==> config.mk <==
export PLATFORM = sky130hd
export DESIGN_NAME = serial_addsub_flat
export DESIGN_NICKNAME = d
export VERILOG_FILES = /design/src/rtl/serial_addsub_if.sv /design/src/rtl/serial_addsub.sv /design/src/flat_wrapper.sv
export SDC_FILE = /design/constraint.sdc
export NUM_CORES = 1
export LEC_CHECK = 0
export ABC_AREA = 0
export CORE_MARGIN = 5
export CORE_UTILIZATION = 60
export CTS_CLUSTER_DIAMETER = 40
export DETAILED_ROUTE_END_ITERATION = 8
export DONT_BUFFER_PORTS = 1
export PLACE_DENSITY = 0.8
export SYNTH_ARGS = -nofsm -noshare
export SYNTH_HDL_FRONTEND = slang
export SYNTH_SLANG_ARGS = --single-unit
==> constraint.sdc <==
create_clock -name clk -period 3.9 [get_ports clk]
set_input_delay 0.195 -clock clk [delete_from_list [all_inputs] [get_ports clk]]
set_output_delay 0.195 -clock clk [all_outputs]
set_load 0.005 [all_outputs]
==> src/rtl/serial_addsub_if.sv <==
// serial_addsub_if
// ----------------
// Handshake and operand/result bundle for the bit-serial adder/subtractor.
//
// Signals (all sampled/updated on the rising edge of the owner's clock):
//   start     controller -> unit   request a new operation (honoured only when idle)
//   sub       controller -> unit   0 = add, 1 = subtract; captured with start
//   a, b      controller -> unit   operands; captured with start
//   busy      unit -> controller   high while bits are being processed
//   done      unit -> controller   one-cycle pulse, result/cout/overflow valid
//   result    unit -> controller   sum or difference modulo 2^WIDTH
//   cout      unit -> controller   final carry (subtract: 1 = no borrow)
//   overflow  unit -> controller   two's-complement overflow
//
// Modports: master = controlling top level, slave = serial_addsub.

interface serial_addsub_if #(
  parameter int WIDTH = 4
);

  logic             start;
  logic             sub;
  logic [WIDTH-1:0] a;
  logic [WIDTH-1:0] b;
  logic             busy;
  logic             done;
  logic [WIDTH-1:0] result;
  logic             cout;
  logic             overflow;

  modport master (
    output start, sub, a, b,
    input  busy, done, result, cout, overflow
  );

  modport slave (
    input  start, sub, a, b,
    output busy, done, result, cout, overflow
  );

endinterface

==> src/rtl/serial_addsub.sv <==
// serial_addsub
// -------------
// Bit-serial adder/subtractor. One full-adder cell and a registered carry
// process one operand bit per clock, LSB first, so an operation takes WIDTH
// shift cycles plus one DONE cycle.
//
// Subtraction is done as A + ~B + 1: B is inverted when captured and the
// carry register is seeded with 1.
//
// Ports:
//   clk      rising-edge system clock
//   reset_n  asynchronous active-low reset
//   bus      serial_addsub_if.slave (start/sub/a/b in; busy/done/result/
//            cout/overflow out, all driven from registers)

module serial_addsub #(
  parameter int WIDTH = 4
) (
  input  logic           clk,
  input  logic           reset_n,
  serial_addsub_if.slave bus
);

  localparam int CW = (WIDTH > 1) ? $clog2(WIDTH) : 1;
  localparam logic [CW-1:0] LAST_BIT = CW'(WIDTH - 1);

  typedef enum logic [1:0] {
    IDLE  = 2'b00,
    SHIFT = 2'b01,
    DONE  = 2'b10
  } state_t;

  // Full-adder sum bit.
  function automatic logic fa_sum(input logic x, input logic y, input logic ci);
    return x ^ y ^ ci;
  endfunction

  // Full-adder carry bit (majority of the three inputs).
  function automatic logic fa_carry(input logic x, input logic y, input logic ci);
    return (x & y) | (x & ci) | (y & ci);
  endfunction

  state_t           state_r;
  state_t           state_n;

  logic [WIDTH-1:0] sa_r;
  logic [WIDTH-1:0] sb_r;
  logic [WIDTH-1:0] res_r;
  logic             carry_r;
  logic [CW-1:0]    cnt_r;
  logic             cout_r;
  logic             ovf_r;
  logic             busy_r;
  logic             done_r;

  logic             accept_s;
  logic             step_s;
  logic             last_s;
  logic             sum_s;
  logic             cy_s;

  assign sum_s = fa_sum(sa_r[0], sb_r[0], carry_r);
  assign cy_s  = fa_carry(sa_r[0], sb_r[0], carry_r);

  // State register.
  always_ff @(posedge clk or negedge reset_n) begin
    if (!reset_n) begin
      state_r <= IDLE;
    end else begin
      state_r <= state_n;
    end
  end

  // Next-state logic and datapath control strobes.
  always_comb begin
    state_n  = state_r;
    accept_s = 1'b0;
    step_s   = 1'b0;
    last_s   = 1'b0;
    case (state_r)
      IDLE: begin
        if (bus.start) begin
          accept_s = 1'b1;
          state_n  = SHIFT;
        end else begin
          state_n  = IDLE;
        end
      end
      SHIFT: begin
        step_s = 1'b1;
        if (cnt_r == LAST_BIT) begin
          last_s  = 1'b1;
          state_n = DONE;
        end else begin
          state_n = SHIFT;
        end
      end
      DONE: begin
        state_n = IDLE;
      end
      default: begin
        state_n = IDLE;
      end
    endcase
  end

  // Handshake outputs registered from the next state so they line up with it.
  always_ff @(posedge clk or negedge reset_n) begin
    if (!reset_n) begin
      busy_r <= 1'b0;
      done_r <= 1'b0;
    end else begin
      busy_r <= (state_n == SHIFT);
      done_r <= (state_n == DONE);
    end
  end

  // Operand shift registers, carry, bit counter, result and flags.
  always_ff @(posedge clk or negedge reset_n) begin
    if (!reset_n) begin
      sa_r    <= '0;
      sb_r    <= '0;
      res_r   <= '0;
      carry_r <= 1'b0;
      cnt_r   <= '0;
      cout_r  <= 1'b0;
      ovf_r   <= 1'b0;
    end else if (accept_s) begin
      sa_r    <= bus.a;
      sb_r    <= bus.sub ? ~bus.b : bus.b;
      carry_r <= bus.sub;
      cnt_r   <= '0;
      res_r   <= '0;
      cout_r  <= 1'b0;
      ovf_r   <= 1'b0;
    end else if (step_s) begin
      // Sum bits enter at the MSB end, so after WIDTH steps bit 0 sits at LSB.
      res_r   <= {sum_s, res_r[WIDTH-1:1]};
      sa_r    <= {1'b0, sa_r[WIDTH-1:1]};
      sb_r    <= {1'b0, sb_r[WIDTH-1:1]};
      carry_r <= cy_s;
      if (last_s) begin
        // During the MSB step carry_r is the carry into the MSB.
        cout_r <= cy_s;
        ovf_r  <= carry_r ^ cy_s;
        cnt_r  <= '0;
      end else begin
        cnt_r  <= cnt_r + CW'(1);
      end
    end
  end

  assign bus.busy     = busy_r;
  assign bus.done     = done_r;
  assign bus.result   = res_r;
  assign bus.cout     = cout_r;
  assign bus.overflow = ovf_r;

endmodule

==> src/flat_wrapper.sv <==
// flat-port wrapper written by rule: the top's interface ports become plain ports
module serial_addsub_flat 
#(
  parameter int WIDTH = 4
)
  (clk, reset_n, bus_start, bus_sub, bus_a, bus_b, bus_busy, bus_done, bus_result, bus_cout, bus_overflow);
  serial_addsub_if #(.WIDTH(WIDTH)) bus_i ();
  input  logic clk;
  input  logic reset_n;
  input wire logic [$bits(bus_i.start)-1:0] bus_start;
  input wire logic [$bits(bus_i.sub)-1:0] bus_sub;
  input wire logic [$bits(bus_i.a)-1:0] bus_a;
  input wire logic [$bits(bus_i.b)-1:0] bus_b;
  output wire logic [$bits(bus_i.busy)-1:0] bus_busy;
  output wire logic [$bits(bus_i.done)-1:0] bus_done;
  output wire logic [$bits(bus_i.result)-1:0] bus_result;
  output wire logic [$bits(bus_i.cout)-1:0] bus_cout;
  output wire logic [$bits(bus_i.overflow)-1:0] bus_overflow;
  assign bus_i.start = bus_start;
  assign bus_i.sub = bus_sub;
  assign bus_i.a = bus_a;
  assign bus_i.b = bus_b;
  assign bus_busy = bus_i.busy;
  assign bus_done = bus_i.done;
  assign bus_result = bus_i.result;
  assign bus_cout = bus_i.cout;
  assign bus_overflow = bus_i.overflow;
  serial_addsub #(.WIDTH(WIDTH)) u_core (.clk(clk), .reset_n(reset_n), .bus(bus_i));
endmodule
==> flow_summary.ini <==
[placement]
place.gp.congestion = 0.6458
port_buffers = 0
placed_area_um2 = 924.6

[yosys]
syn_avg_cell_area_um2 = 12.61
synth_cells = 74
synth_seq_cells = 21
synthesis.nets = 88
synth.cell_area_um2 = 933.4
ys_types = 23
yosysSeqAreaShare = 0.5630
ys_warn_count = 0

[detailed_routing]
drt_first_pass_iters = 4
antenna_left = 0
vias = 578
avgRoutedWirePerCell_um = 17.49
drt-vias-per-instance = 6.422
drt-initial-drc-count = 17
drt_wl_total_um = 1574
drc = 0

[critical_path]
cp_slowest_cell = dfrtp_1
crit_buf_inv = 0
endpoint_kind = register
path_cells = nor2b_1 -> and2_4 -> a221o_1
required_ns = 4.13
arrival_ns = 1.79
start_kind = register
path_class = reg -> reg
critPathMaxStageDelay_ns = 0.63
critPathTopFamily = simple AND/OR/NAND/NOR gates
crit_fanout = 14

[global_routing]
track_usage = 0.1454
grt_pass1_vias = 606
grt_pass1_wl_um = 2808
antenna_found_initial = 0
grt_max_degree = 22
gr-total-overflow = 0

[power_and_ir_drop]
leakagePower_nw = 0.4582
netSwitchingFraction = 0.3549
power.internal_mw = 0.4553
clockPowerShare = 0.141
max-vdd-ir-drop_mv = 0.3658
switching_power_mw = 0.2505
comb_power_share = 0.324
seqPwrFrac = 0.535
power_density_nw_per_um2 = 733.5

[sta]
fin_crit_sh = 0.3982
skew_ns = 0.002563
clock.fmax_mhz = 643.9
tns_ns = 0
layout_min_cycle_time_ns = 1.553
rsz0062_at_grt = false
hold_viol = 0
worstMarginPinSlew_ns = 0.8876
holdWs_ns = 0.03722
finalSetupViolCount = 0
max_slew_margin = 0.4063
final_max_slew_viol_count = 0

[clock_network]
ctsLongestPathBuffers = 2
cts_buffers = 3
clock_sinks = 21
clk_latency_ns = 0.29
cts_tree = done
clockRootBuffer = clkbuf_4
h-tree-depth = 1
cts.clk_slew.worst_paths_ns = 0.11

[die]
die_h_um = 49.44
chipWidth_um = 49.44
dieArea_um2 = 2444
rows = 14
initial_core_util = 0.6269
io_pins = 20
core_area_um2 = 1489

[final_layout]
final_common_cell = dfrtp_1
drive_above_1_share = 0.08108
final_cell_mix = dfrtp_1, a22o_1, xor2_1, o21ai_0
final.fill_count = 124
diodes = 0
area_growth_pct = 3.083
final_nets = 89
design_area_um2 = 962.2

[status]
status = finished, final reports clean

[min_path]
hold_path_class = in -> reg

[flow_run]
drv_cap = 0
==> final timing paths <==
kind	slack (ns)	cells after the start	startpoint	to
min in group asynchronous	0.46	1	reset_n	u_core.bus.result[0]
worst min register to register	0.51	2	u_core.sa_r[2]	u_core.sa_r[2]
worst max-delay path	2.35	3	u_core.state_r[0]	u_core.bus.overflow
worst max register to register	2.35	3	u_core.state_r[0]	u_core.bus.overflow
worst min-delay path	0.04	1	bus_a[3]	u_core.sa_r[3]
max in group asynchronous	2.90	1	reset_n	u_core.cnt_r[1]
==> cells in the mapped netlist <==
cell type	count	area, um2
a21oi_1	2	10.01
a221o_1	4	40.04
a22o_1	9	78.83
a22oi_1	4	30.03
and2_1	1	6.260
and2_4	1	8.760
and2b_1	1	7.510
and3b_1	4	35.03
buf_1	1	3.750
buf_2	2	10.01
buf_6	1	11.26
clkbuf_1	1	3.750
dfrtp_1	21	525.5
fa_1	1	20.02
ha_1	1	12.51
inv_1	1	3.750
nand2_1	4	15.01
nand3b_1	1	7.510
nor2_1	1	3.750
nor2b_1	2	12.51
o21ai_0	5	25.02
o21bai_4	1	18.77
xor2_1	5	43.79
==> kinds of logic after synthesis <==
| logic type | after synthesis | share of synthesized area |
|---|---|---|
| DFF | 21 | 0.5630 |
| buffers and inverters | 6 | 0.03484 |
| and+or+nand+nor | 15 | 0.1032 |
| adders and majority gates | 2 | 0.03485 |
| xor gates and xnor gates | 5 | 0.04691 |
| AOI/OAI and AO/OA | 25 | 0.2172 |
==> power by group through the flow <==
stage	sequential, mW	combinational [mW]	clock [mW]
6_report	0.377	0.229	0.0995
3_5_place_dp	0.384	0.226	0
3_3_place_gp	0.379	0.218	0
5_1_grt	0.392	0.262	0.115
4_1_cts	0.379	0.231	0.102
2_1_floorplan	0.350	0.226	0
==> what timing repair did <==
| action | 4_1_cts | 5_1_grt |
|---|---|---|
| resized for setup | 0 | 0 |
| setup buffers | 0 | 0 |
| hold buffers | 1 | 0 |
| endpoints found under the hold margin | 21 | 0 |
==> per-stage QoR <==
stage | cells | total power [mW] | setup WS, ns | utilization
2_1_floorplan | 74 | 0.5755 | 2.438 | -
3_3_place_gp | 85 | 0.5971 | 2.415 | 0.6210
3_5_place_dp | 85 | 0.6099 | 2.373 | 0.6210
4_1_cts | 90 | 0.7123 | 2.353 | 0.6462
5_1_grt | 90 | 0.7694 | 2.251 | 0.6462
6_report | 90 | 0.7058 | 2.347 | 0.6462
==> registers in the layout, summed over array words and instances (netlist names) <==
name / cells
u_core.bus.busy: 1
u_core.bus.cout: 1
u_core.bus.done: 1
u_core.bus.overflow: 1
u_core.bus.result: 4
u_core.carry_r: 1
u_core.cnt_r: 2
u_core.sa_r: 4
u_core.sb_r: 4
u_core.state_r: 2
==> cell type report <==
class	count	area (um2)	share of cell area
flip-flops and latches	21	525.5	0.5462
multi-input cells	47	375.4	0.3901
clock inverters	1	5.005	0.005202
well taps	16	20.02	0.02081
clock buffers	3	22.52	0.02341
inverters	1	3.754	0.003901
repair buffers	1	10.01	0.01040
==> metal layers <==
layer	track usage	part of all wire	vias to the layer above	routed length [um]
li1	-	-	273	-
met1	0.1859	0.42	283	660
met2	0.2296	0.49	20	771
met3	0.04587	0.083	2	131
met4	0.05240	0.0064	0	10
met5	0	0	-	0
Note: power is estimated with default switching activity, not from simulation.
